==> src/rtl/uart_sample_scheduler.sv <==
// uart_sample_scheduler: decimates a codec sample clock and, on each snapshot
// trigger, serialises up to four latched channel samples to a byte UART as
// "C","H",'0'+n,MSB,LSB per enabled channel. Snapshots that arrive while a
// frame is still in flight are dropped and counted.
// Optional build macro UART_SAMPLE_CHECKSUM_EN appends a per-channel XOR byte.
module uart_sample_scheduler #(
  parameter int W     = 16,
  parameter int DECIM = 16
) (
  input  logic         clk,
  input  logic         rst_n,
  input  logic         sample_clk,
  input  logic [W-1:0] sample_in0,
  input  logic [W-1:0] sample_in1,
  input  logic [W-1:0] sample_in2,
  input  logic [W-1:0] sample_in3,
  input  logic [3:0]   ch_mask,
  input  logic         tx_busy,
  output logic         tx_start,
  output logic [7:0]   tx_data,
  output logic         frame_done,
  output logic [7:0]   overrun_cnt
);

`ifdef UART_SAMPLE_CHECKSUM_EN
  localparam int BPC = 6;
`else
  localparam int BPC = 5;
`endif
  localparam logic [2:0] LASTB = 3'(BPC - 1);
  // Counter is sized for the largest legal DECIM (256) so DECIM=1 needs no special case.
  localparam int CW = 9;
  localparam logic [CW-1:0] DLAST = CW'(DECIM - 1);

  typedef enum logic [1:0] {IDLE, ISSUE, GUARD, WAIT} state_t;

  state_t              state_q, state_d;
  logic                sclk_q;
  logic [CW-1:0]       dcnt_q, dcnt_d;
  logic [3:0][W-1:0]   smp_q, smp_d;
  logic [3:0]          mask_q, mask_d;
  logic [1:0]          ch_q, ch_d;
  logic [2:0]          bidx_q, bidx_d;
  logic                tx_start_q, tx_start_d;
  logic [7:0]          tx_data_q, tx_data_d;
  logic                done_q, done_d;
  logic [7:0]          ovr_q, ovr_d;

  logic                sedge, trig, accept;
  logic [W-1:0]        cur_smp;
  logic [7:0]          ch_chr, msb, lsb, byte_val;
  logic [2:0]          nxt;

  // Lowest enabled channel at or above 'from'; bit 2 flags that one exists.
  function automatic logic [2:0] first_en(input logic [3:0] m, input logic [2:0] from);
    logic [2:0] r;
    r = 3'b000;
    for (int i = 3; i >= 0; i--)
      if (m[i] && (3'(i) >= from)) r = {1'b1, 2'(i)};
    return r;
  endfunction

  assign sedge  = sample_clk & ~sclk_q;
  assign trig   = sedge && (dcnt_q == DLAST);
  // The frame_done cycle still belongs to the finished frame, so a trigger there is dropped.
  assign accept = trig && (state_q == IDLE) && !done_q;

  // Byte for the current channel / byte position.
  always_comb begin
    cur_smp = smp_q[ch_q];
    ch_chr  = 8'h30 + {6'd0, ch_q};
    msb     = cur_smp[W-1 -: 8];
    lsb     = cur_smp[W-9 -: 8];
    case (bidx_q)
      3'd0:    byte_val = 8'h43;
      3'd1:    byte_val = 8'h48;
      3'd2:    byte_val = ch_chr;
      3'd3:    byte_val = msb;
      3'd4:    byte_val = lsb;
`ifdef UART_SAMPLE_CHECKSUM_EN
      3'd5:    byte_val = ch_chr ^ msb ^ lsb;
`endif
      default: byte_val = 8'h00;
    endcase
  end

  // Decimation, overrun counting, and the frame sequencing FSM.
  always_comb begin
    state_d    = state_q;
    smp_d      = smp_q;
    mask_d     = mask_q;
    ch_d       = ch_q;
    bidx_d     = bidx_q;
    tx_start_d = 1'b0;
    tx_data_d  = 8'h00;
    done_d     = 1'b0;
    nxt        = 3'b000;

    dcnt_d = dcnt_q;
    if (sedge) dcnt_d = (dcnt_q == DLAST) ? '0 : dcnt_q + 1'b1;

    ovr_d = ovr_q;
    if (trig && !accept && (ovr_q != 8'hFF)) ovr_d = ovr_q + 8'd1;

    case (state_q)
      IDLE: begin
        if (accept) begin
          smp_d  = {sample_in3, sample_in2, sample_in1, sample_in0};
          mask_d = ch_mask;
          nxt    = first_en(ch_mask, 3'd0);
          if (nxt[2]) begin
            ch_d    = nxt[1:0];
            bidx_d  = 3'd0;
            state_d = ISSUE;
          end else begin
            done_d  = 1'b1;
          end
        end
      end
      ISSUE: begin
        if (!tx_busy) begin
          tx_start_d = 1'b1;
          tx_data_d  = byte_val;
          state_d    = GUARD;
        end
      end
      // One dead cycle so uart_tx has time to raise busy for the byte just launched.
      GUARD: state_d = WAIT;
      WAIT: begin
        if (!tx_busy) begin
          if (bidx_q != LASTB) begin
            bidx_d  = bidx_q + 3'd1;
            state_d = ISSUE;
          end else begin
            nxt = first_en(mask_q, {1'b0, ch_q} + 3'd1);
            if (nxt[2]) begin
              ch_d    = nxt[1:0];
              bidx_d  = 3'd0;
              state_d = ISSUE;
            end else begin
              done_d  = 1'b1;
              state_d = IDLE;
            end
          end
        end
      end
      default: state_d = IDLE;
    endcase
  end

  // State and output registers; reset abandons any frame in progress.
  always_ff @(posedge clk) begin
    if (!rst_n) begin
      state_q    <= IDLE;
      sclk_q     <= 1'b0;
      dcnt_q     <= '0;
      smp_q      <= '0;
      mask_q     <= 4'h0;
      ch_q       <= 2'd0;
      bidx_q     <= 3'd0;
      tx_start_q <= 1'b0;
      tx_data_q  <= 8'h00;
      done_q     <= 1'b0;
      ovr_q      <= 8'h00;
    end else begin
      state_q    <= state_d;
      sclk_q     <= sample_clk;
      dcnt_q     <= dcnt_d;
      smp_q      <= smp_d;
      mask_q     <= mask_d;
      ch_q       <= ch_d;
      bidx_q     <= bidx_d;
      tx_start_q <= tx_start_d;
      tx_data_q  <= tx_data_d;
      done_q     <= done_d;
      ovr_q      <= ovr_d;
    end
  end

  assign tx_start    = tx_start_q;
  assign tx_data     = tx_data_q;
  assign frame_done  = done_q;
  assign overrun_cnt = ovr_q;

endmodule
==> config.mk <==
export PLATFORM = sky130hd
export DESIGN_NAME = uart_sample_scheduler
export DESIGN_NICKNAME = d
export VERILOG_FILES = /design/src/rtl/uart_sample_scheduler.sv
export SDC_FILE = /design/constraint.sdc
export NUM_CORES = 1
export LEC_CHECK = 0
export CAP_MARGIN = 20
export CORE_MARGIN = 2
export CORE_UTILIZATION = 40
export CTS_CLUSTER_DIAMETER = 50
export DETAILED_ROUTE_END_ITERATION = 12
export SLEW_MARGIN = 20
export SYNTH_ARGS = -nofsm -noshare
export SYNTH_HDL_FRONTEND = slang
export SYNTH_SLANG_ARGS = --single-unit
==> constraint.sdc <==
create_clock -name clk -period 3.42 [get_ports clk]
set_input_delay 0.342 -clock clk [delete_from_list [all_inputs] [get_ports clk]]
set_output_delay 0.342 -clock clk [all_outputs]
set_load 0.01 [all_outputs]
After elaboration in Yosys (flattened, before gate mapping)
Cells that the tools add are included.
Widths: inputs -> output; s select.
{ "totals": {"ff_bits": 103, "inputBits": 72, "out_inout_bits": 18, "word_cells": 108} }
{ "op_classes": {"add_sub_neg": 5, "magnitude_cmp": 5, "n_eq_ne": 17, "mux": 43, "bitwise": 4, "reduce_logical": 20} }
{ "op_table": {"columns": ["op", "n"], "rows": [
  ["$mux 3", 18],
  ["$pmux 8 s5", 1],
  ["$bmux 16 s2", 1],
  ["$mux 2", 9],
  ["$mux 16", 1],
  ["$ne 2x2->1 const B", 5],
  ["$add 9x1->9 const B", 1],
  ["$eq 9x4->1 const B", 1],
  ["$logic_and 1x1->1", 9],
  ["$mux 9", 1],
  ["$add 8x1->8 const B", 1],
  ["$mux 1", 8],
  ["$ne 8x8->1 const B", 1],
  ["$pmux 2 s4", 1],
  ["$add 6x2->7 const A", 1],
  ["$eq 3x2->1 const B", 2],
  ["$ge 1x3->1 const A", 2],
  ["$ge 2x3->1 const A", 2],
  ["$ne 3x3->1 const B", 2],
  ["$pmux 3 s2", 1],
  ["$reduce_and 6->1", 1],
  ["$reduce_and 5->1", 1],
  ["$eq 2x2->1 const B", 2],
  ["$pmux 2 s2", 1],
  ["other kinds (17)", 21]
]} }

Longest topological paths before layout
Gate-level depths: netlist of run 1.
{ "depth": {"word_depth": 14, "ltp_mapped": 9} }

Least setup slack after synthesis of run 1
No wires, ideal clock.
{ "synth_timing": {"path_kind": "register -> register", "start": "register dcnt_q[0]", "end": "register ch_q[0]", "setup_time_ps": 119, "arrival_time_ps": 1665, "required_ps": 3301, "setup_slack_ps": 1636, "path_stages_with_launch": 7, "n_path_buf": 0, "synth_period_minus_slack_ps": 1784, "cell_sequence": "dfxtp_1 > ha_1 > and4b_1 > nand4b_1 > o31a_1 > or2_0 > o221a_2"} }
{ "synth_between": {"elab_chain_len": 6} }
{ "synth_rtl": {"columns": ["element", "line_no", "text"], "rows": [
  ["start, declared", "39", "logic [CW-1:0] dcnt_q, dcnt_d;"],
  ["start signal, assigned", "168", "dcnt_q <= dcnt_d;"],
  ["$eq 9x4->1", "64", "assign trig = sedge && (dcnt_q == DLAST);"],
  ["$logic_and 1x1->1", "64", null],
  ["$logic_and 1x1->1 (2 in series)", "66", "assign accept = trig && (state_q == IDLE) && !done_q;"],
  ["$ne 2x2->1 (no line)", null, null],
  ["$reduce_and 6->1 (no line)", null, null],
  ["end signal, assigned", "171", "ch_q <= ch_d;"],
  ["end, declared", "42", "logic [1:0] ch_q, ch_d;"]
]} }
No other way between the ends.
A chain may end at the register's enable or synchronous reset.

Worst setup path in the final report of run 1
{ "layout_timing": {"start": "register dcnt_q[0]", "end": "register smp_q[36] (netlist name)"} }
{ "layout_between": {"elab_chain_len": 5} }
{ "layout_rtl": {"columns": ["element", "line_no", "text"], "rows": [
  ["$eq 9x4->1", "64", null],
  ["$logic_and 1x1->1", "64", null],
  ["$logic_and 1x1->1 (2 in series)", "66", null],
  ["$reduce_and 2->1 (no line)", null, null],
  ["end signal, assigned", "169", "smp_q <= smp_d;"],
  ["end, declared", "40", "logic [3:0][W-1:0] smp_q, smp_d;"]
]} }
No other way between the ends.

==> results.md, run 1 <==
* Status: complete, no violations
* TNS Setup at 0 ns
* Crit path cell chain: ha_1 -> and4b_1 -> nand4b_1 -> buf_4 -> or2_2 -> buf_4 -> nand2_1 -> a21oi_1
* Total number of H-tree levels at 3
* Total Die Area at 0.0120 sq mm
* Comb power frac at 5.6%
* Synth top area cells: dfxtp_1 (46%), nand2_1 (13%), a21oi_1 (8.9%)
* Count of buffers from port buffering at 89
* Final #Nets at 683
* Met2 wire len at 5230 um
* Number of endpoints failing setup at the final stage at 0
* Share of synthesized registers carrying an async set or reset at 0%
* Horizontal extent of the die at 109 um
* Remaining number of nets flagged by the antenna check after routing at 0
* Synth-to-Final Area Change at 26.8%
* Maximum operating frequency at 407 MHz
* Via count of the first global-routing pass at 3565
* Post-synthesis net count at 608
* Slack of the worst reg-to-reg path at 0.96 ns
* Capture point of the worst reg-to-reg path: smp_q[36]$_SDFFE_PN0P_
* Tightest slew margin relative to the limit at 41.8%
* Total inserted antenna cells at 0
* Share of the clock period used by the worst path at 71.8%
* Number of DRC markers after the initial detailed-route iteration at 167
* Last element of the critical path: smp_q[36]$_SDFFE_PN0P_
* Die height at 109 um
* Max Clock Skew at 0.0122 ns
* Fraction of layout cells with a size suffix above 1 at 7.28%
* TritonCTS Buffers at 9
* Count of flip-flops with a built-in enable after synthesis at 0
* Switching pwr at 0.000459 W
* Share of power burned in the clock network at 36.7%
* HPWL after DPL at 7570 um
* Number of gates resized after CTS at 0
* Critical path class: flip-flop to flip-flop
* Starting utilization of the core area at 41.0%
* Instance count along the most critical hold path at 2
* Library cell contributing the largest single delay on the critical path: or2_2
* Worst ir drop on vdd at 0.166 mV
* Clock transition at the registers of the reported paths at 0.10 ns
* Highest cell delay on the worst timing path at 0.56 ns
* Unrepaired setup endpoints after global routing: false
* Final cell count without fillers at 744
* LEAKAGE at 1.82 nW
* Top layer reached by signal wires: met4
* Met1 wire length at 4960 um
* Internal power at 0.00161 W
* Max-capacitance violation count at 0
* Final Cell Area at 0.00563 sq mm
* Final estimated routing congestion in global placement at 0.876
* CTS tree: built
* Ranking of synthesized cells by instance count: nand2_1 (151), dfxtp_1 (102), a21oi_1 (79), nor2_1 (32), clkbuf_1 (24)
* Origin of the worst setup path: dcnt_q[0]$_SDFFE_PN0N_
* Clock Tree Buf Depth at 2
* Library cell with the largest summed area after synthesis: dfxtp_1
* Number of failing hold endpoints at the final stage at 0
* Number of vias in the routed layout at 3865
* Dominant cell by count in the synthesized netlist: nand2_1
* Routed wl met3 at 390 um
* First-pass GRT wire length at 17100 um
* Worst-case reg-to-reg path depth at 8
* Required time worst endpoint at 3.69 ns
* Endpoint class of the critical path: flip-flop
* Hold-fix buffer count after cts at 0
* Routed wire length at 10700 um
* Setup repair bufs after CTS at 0
* IO Pins at 90
* Sequential share of power at 57.7%
* Placement Rows at 38
* Netlist cell types at 45
* GR Util All Layers at 18.4%
* Portion of synthesized cell area occupied by the leading cell type at 46.0%
* Total count of max-transition violations in the final report at 0
* Data arrival time of the worst path at 2.73 ns
* Routed via count divided by cell count at 5.19
* Library cell appearing most often on the critical path: buf_4
* Core Region at 0.0108 sq mm
* Tightest Pin Transition at 0.872 ns
* Router iterations before antenna repair at 6
* Switching share of power at 22.2%
* Source-to-sink clock delay at the later pin of the worst-skew pair at 0.35 ns
* Clock Sinks at 102
* Antenna violations before repair at 0
* Placed Instance Area at 0.00544 sq mm
* Pin count of the biggest net entering global routing at 81
* CTS root buffer: clkbuf_8
* Most frequently used flop master after synthesis: dfxtp_1
* Nature of the critical path startpoint: flip-flop
* Netlist area before placement at 0.00444 sq mm
* GR Overflow Total at 0
* Post-Place Cells at 729
* Power per cell area at 367 mW/mm^2
* Flip-flop and latch count after synthesis at 102
* Mean instance size in the synthesized netlist at 8.46 sq um
* DR DRC count at 0
* Synth warn at 0
* WL per Instance at 14.4 um
* Sequential element share of the synthesized area at 46.0%
* Critical path peak fanout at 36
* Min-Delay Path Class: flip-flop to flip-flop
* Post-layout minimum cycle time at 2.46 ns
* Synthesized netlist cell count at 525
* Startpoint of the most critical register-to-register path: dcnt_q[0]$_SDFFE_PN0N_
through the flow:
| stage | setup WS (ns) | hold slack, ns | power, W | utilization (%) |
|---|---|---|---|---|
| global route | 0.760 | 0.480 | 0.00214 | 51.9 |
| floorplan | 1.64 | 0.429 | 0.00124 | - |
| finish | 0.964 | 0.457 | 0.00207 | 51.9 |
| CTS | 0.958 | 0.459 | 0.00209 | 51.9 |
| detailed placement | 0.758 | 0.446 | 0.00134 | 50.1 |
| global placement | 0.821 | 0.439 | 0.00134 | 50.1 |
how the worst min path moves through the flow:
stage                            from                      to  slack [ns]
3_3_place_gp   smp_q[24]$_SDFFE_PN0P_  smp_q[24]$_SDFFE_PN0P_        0.44
2_1_floorplan                 tx_busy     tx_start$_SDFF_PN0_        0.43
6_report       smp_q[19]$_SDFFE_PN0P_  smp_q[19]$_SDFFE_PN0P_        0.46
4_1_cts        smp_q[47]$_SDFFE_PN0P_  smp_q[47]$_SDFFE_PN0P_        0.46
3_5_place_dp   smp_q[47]$_SDFFE_PN0P_  smp_q[47]$_SDFFE_PN0P_        0.45
5_1_grt        smp_q[52]$_SDFFE_PN0P_  smp_q[52]$_SDFFE_PN0P_        0.48
sequential cells by signal, summed over array words and instances (netlist names):
signal,flops
smp_q,64
dcnt_q,9
overrun_cnt,8
tx_data,8
bidx_q,3
mask_q,3
ch_q,2
state_q,2
frame_done,1
sclk_q,1
tx_start,1
critical path, delay by kind of cell, from the launching register on:
kind | cells | cell delay, ns
and+or+nand+nor | 4 | 0.98
buffers and inverters | 2 | 0.67
DFF | 1 | 0.34
adders and majority gates | 1 | 0.21
AOI/OAI and AO/OA | 1 | 0.15
routing by layer:
| metal | vias up | track usage [%] |
|---|---|---|
| met5 | - | 0 |
| met4 | 0 | 6.78 |
| met3 | 12 | 2.73 |
| met2 | 83 | 29.4 |
| met1 | 1833 | 25.2 |
| li1 | 1937 | - |
cells in the final DEF, fill, tap and decap left out, types with 3 or more instances in the layout:
cell type / n
a21oi_1: 79
a22oi_1: 7
buf_4: 7
clkbuf_8: 9
clkdlybuf4s50_1: 89
dfxtp_1: 102
ha_1: 11
inv_1: 9
mux2i_1: 8
mux4_2: 14
nand2_1: 151
nand2b_1: 4
nand3_1: 9
nor2_1: 31
nor3_1: 5
nor4_1: 6
o21a_1: 3
o21ai_0: 4
o22ai_1: 3
xnor2_1: 10
xor2_1: 4
power groups by stage:
stage	Combinational [W]	Sequential, W	Clock, W
after floorplan	0.0000248	0.00122	0
after global placement	0.000117	0.00122	0
after detailed placement	0.000117	0.00122	0
after CTS	0.000118	0.00119	0.000783
after global routing	0.000124	0.00119	0.000827
final	0.000117	0.00119	0.000759
logic make-up after synthesis:
group                    Yosys count  synth area share (%)
AND/OR/NAND/NOR                  225                  21.5
AO/OA/AOI/OAI                    109                  14.0
flip-flops                       102                  46.0
buffers and inverters             42                  3.78
multiplexers                      22                  8.91
XOR/XNOR                          14                  2.76
adder cells (fa/ha/maj)           11                  3.10
layout make-up:
class                           instances  area, sq um
Inverter                               10         37.5
Tap cell                              140          175
Sequential cell                       102         2040
Clock inverter                          6         71.3
Multi-Input combinational cell        381         2240
Clock buffer                            9          124
Timing Repair Buffer                   96          943
Fill cell                            1083         5210
Power figures use the tool's default switching activity.
==> run 2, diff against run 1 <==
- PLACE_DENSITY: default -> 0.67
- clock period: 3.42 -> 2.2 ns (I/O delays scaled with it)
==> run 2 against run 1 <==
Sequential power increased by 55%. Clock power increased by 49%. Fmax increased by 25%. Core utilization increased by 0.24 points. Sequential share of layout area decreased by 0.17 points.
==> results.md, run 2 (synthesis gave the netlist of run 1 again) <==
* Status: complete, no violations
* Maximum operating frequency at 510 MHz
* Routed via count divided by cell count at 5.15
* Number of failing hold endpoints at the final stage at 0
* Top reg by flops: smp_q
* Total number of H-tree levels at 3
* Tightest slew margin relative to the limit at 43.6%
* Worst-case reg-to-reg path depth at 6
* Most frequent standard cell in the layout excluding fill and tap cells: nand2_1
* GR Overflow Total at 0
* Placement Rows at 38
* Number of gates resized after CTS at 0
* Startpoint of the most critical register-to-register path: dcnt_q[0]$_SDFFE_PN0N_
* Critical path peak fanout at 8
* Endpoint class of the critical path: flip-flop
* Origin of the worst setup path: dcnt_q[0]$_SDFFE_PN0N_
* Routing layer with the top usage in global route: met2
* Synth-to-Final Area Change at 27.4%
* IO Pins at 90
* Max Clock Skew at 0.0139 ns
* Highest cell delay on the worst timing path at 0.42 ns
* Hold path start: sample_in2[3]
* End-of-flow core utilization at 52.2%
* TritonCTS Buffers at 9
* Nature of the critical path startpoint: flip-flop
* Data arrival time of the worst path at 2.27 ns
* Clock transition at the registers of the reported paths at 0.11 ns
* Crit path cell chain: ha_1 -> and4b_1 -> nand4b_1 -> o31a_1 -> o31ai_1 -> o311a_1
* Share of the clock period used by the worst path at 89.2%
* Antenna violations before repair at 0
* Router iterations before antenna repair at 4
* Number of vias in the routed layout at 3846
* Max reg flops at 64
* Pin count of the biggest net entering global routing at 81
* GR Util All Layers at 18.5%
* Registers with the most flip-flops: smp_q: 64 flops, dcnt_q: 9 flops
* Final #Nets at 685
* Clock Tree Buf Depth at 2
* Top library cells by usage in the layout, fill and taps aside: nand2_1 (151), dfxtp_1 (102), clkdlybuf4s50_1 (89)
* DR DRC count at 0
* LEAKAGE at 1.84 nW
* Required time worst endpoint at 2.51 ns
* Hold-fix buffer count after cts at 0
* Clock Sinks at 102
* Count of buffers from port buffering at 89
* Source-to-sink clock delay at the later pin of the worst-skew pair at 0.37 ns
* CTS tree: built
* Total inserted antenna cells at 0
* TNS Setup at 0 ns
* Die height at 109 um
* Final estimated routing congestion in global placement at 0.788
* WL per Instance at 14.4 um
* First-pass GRT wire length at 17300 um
* Number of endpoints failing setup at the final stage at 0
* Total count of max-transition violations in the final report at 0
* Library cell contributing the largest single delay on the critical path: o31a_1
* Core Region at 0.0108 sq mm
* Number of DRC markers after the initial detailed-route iteration at 221
* Dominant delay contributor by cell family on the critical path: compound AO/OA/AOI/OAI gates
* Min-Delay Path Class: input port to flip-flop
* Max-capacitance violation count at 0
* Starting utilization of the core area at 41.0%
* Total Die Area at 0.0120 sq mm
* Power per cell area at 560 mW/mm^2
* HPWL after DPL at 7680 um
* Number of gates on the worst path with buffers counted at 6
* Horizontal extent of the die at 109 um
* Post-layout minimum cycle time at 1.96 ns
* Global routing met3 resource utilization at 2.67%
* M2 GR Usage at 30.1%
* Via count of the first global-routing pass at 3660
* Critical path class: flip-flop to flip-flop
* Remaining number of nets flagged by the antenna check after routing at 0
* Fraction of layout cells with a size suffix above 1 at 7.74%
* Tightest Pin Transition at 0.846 ns
* Worst Path Buf+Inv at 0
* Routed wire length at 10800 um
* Instance count along the most critical hold path at 3
* Setup repair bufs after CTS at 0
* Worst ir drop on vdd at 0.315 mV
* Unrepaired setup endpoints after global routing: false
* CTS root buffer: clkbuf_8
* Met1 usage in global routing at 24.8%
## run 2: changes by cell type in the layout (fill, tap and decap cells not counted), sizes merged
cell      before  now
inv           11   12
buf            7    9
bufinv         1    0
clkbuf         9   10
clkinv         2    3
clkinvlp       2    1
## run 2: worst paths after layout
check                                  to  slack (ns)
hold reg to reg    smp_q[19]$_SDFFE_PN0P_        0.46
setup reg to reg  state_q[0]$_SDFFE_PN0P_        0.24
setup / recovery  state_q[0]$_SDFFE_PN0P_        0.24
hold / removal     smp_q[35]$_SDFFE_PN0P_        0.39
## run 2: routing by layer
layer / part of all wire, % / vias up
li1: - / 1936
met1: 45 / 1813
met2: 50 / 84
met3: 3.9 / 13
met4: 1.5 / 0
met5: 0 / -
## run 2: per-stage QoR
stage | total power, W | instances | setup slack (ns) | hold slack (ns) | area (sq um)
4_1_cts | 0.00321 | 747 | 0.254 | 0.374 | 5660
6_report | 0.00317 | 747 | 0.238 | 0.391 | 5660
3_3_place_gp | 0.00208 | 731 | 0.154 | 0.440 | 5480
5_1_grt | 0.00329 | 747 | 0.141 | 0.374 | 5660
3_5_place_dp | 0.00208 | 731 | 0.127 | 0.446 | 5480
2_1_floorplan | 0.00193 | 525 | 0.416 | 0.307 | 4440
## run 2: power breakdown
part	total (W)	internal, W	switching, W
Combinational	0.000185	0.000123	0.0000617
Sequential	0.00185	0.00185	0.00000371
Clock	0.00113	0.000450	0.000679
Total	0.00317	0.00242	0.000745
## run 2: cell type report
type                    count  area, sq um
clock buffers              10          138
clock inverters             6         43.8
well taps                 140          175
repair buffers             98          983
multi-input cells         381         2240
fillers                  1009         5180
inverters                  10         37.5
flip-flops and latches    102         2040
## run 2: worst register-to-register path: stages (launching register included)
cell and delay, ns:
dfxtp_1 0.39, ha_1 0.18, and4b_1 0.23, nand4b_1 0.15, o31a_1 0.42, o31ai_1 0.33, o311a_1 0.20
==> run 3, diff against run 2 <==
--- a/constraint.sdc
+++ b/constraint.sdc
@@ -3,2 +3,2 @@
 set_output_delay 0.22 -clock clk [all_outputs]
-set_load 0.01 [all_outputs]
+set_load 0.005 [all_outputs]
==> results of run 3 <==
Final layout, timing and power as in run 2 (identical DEF).
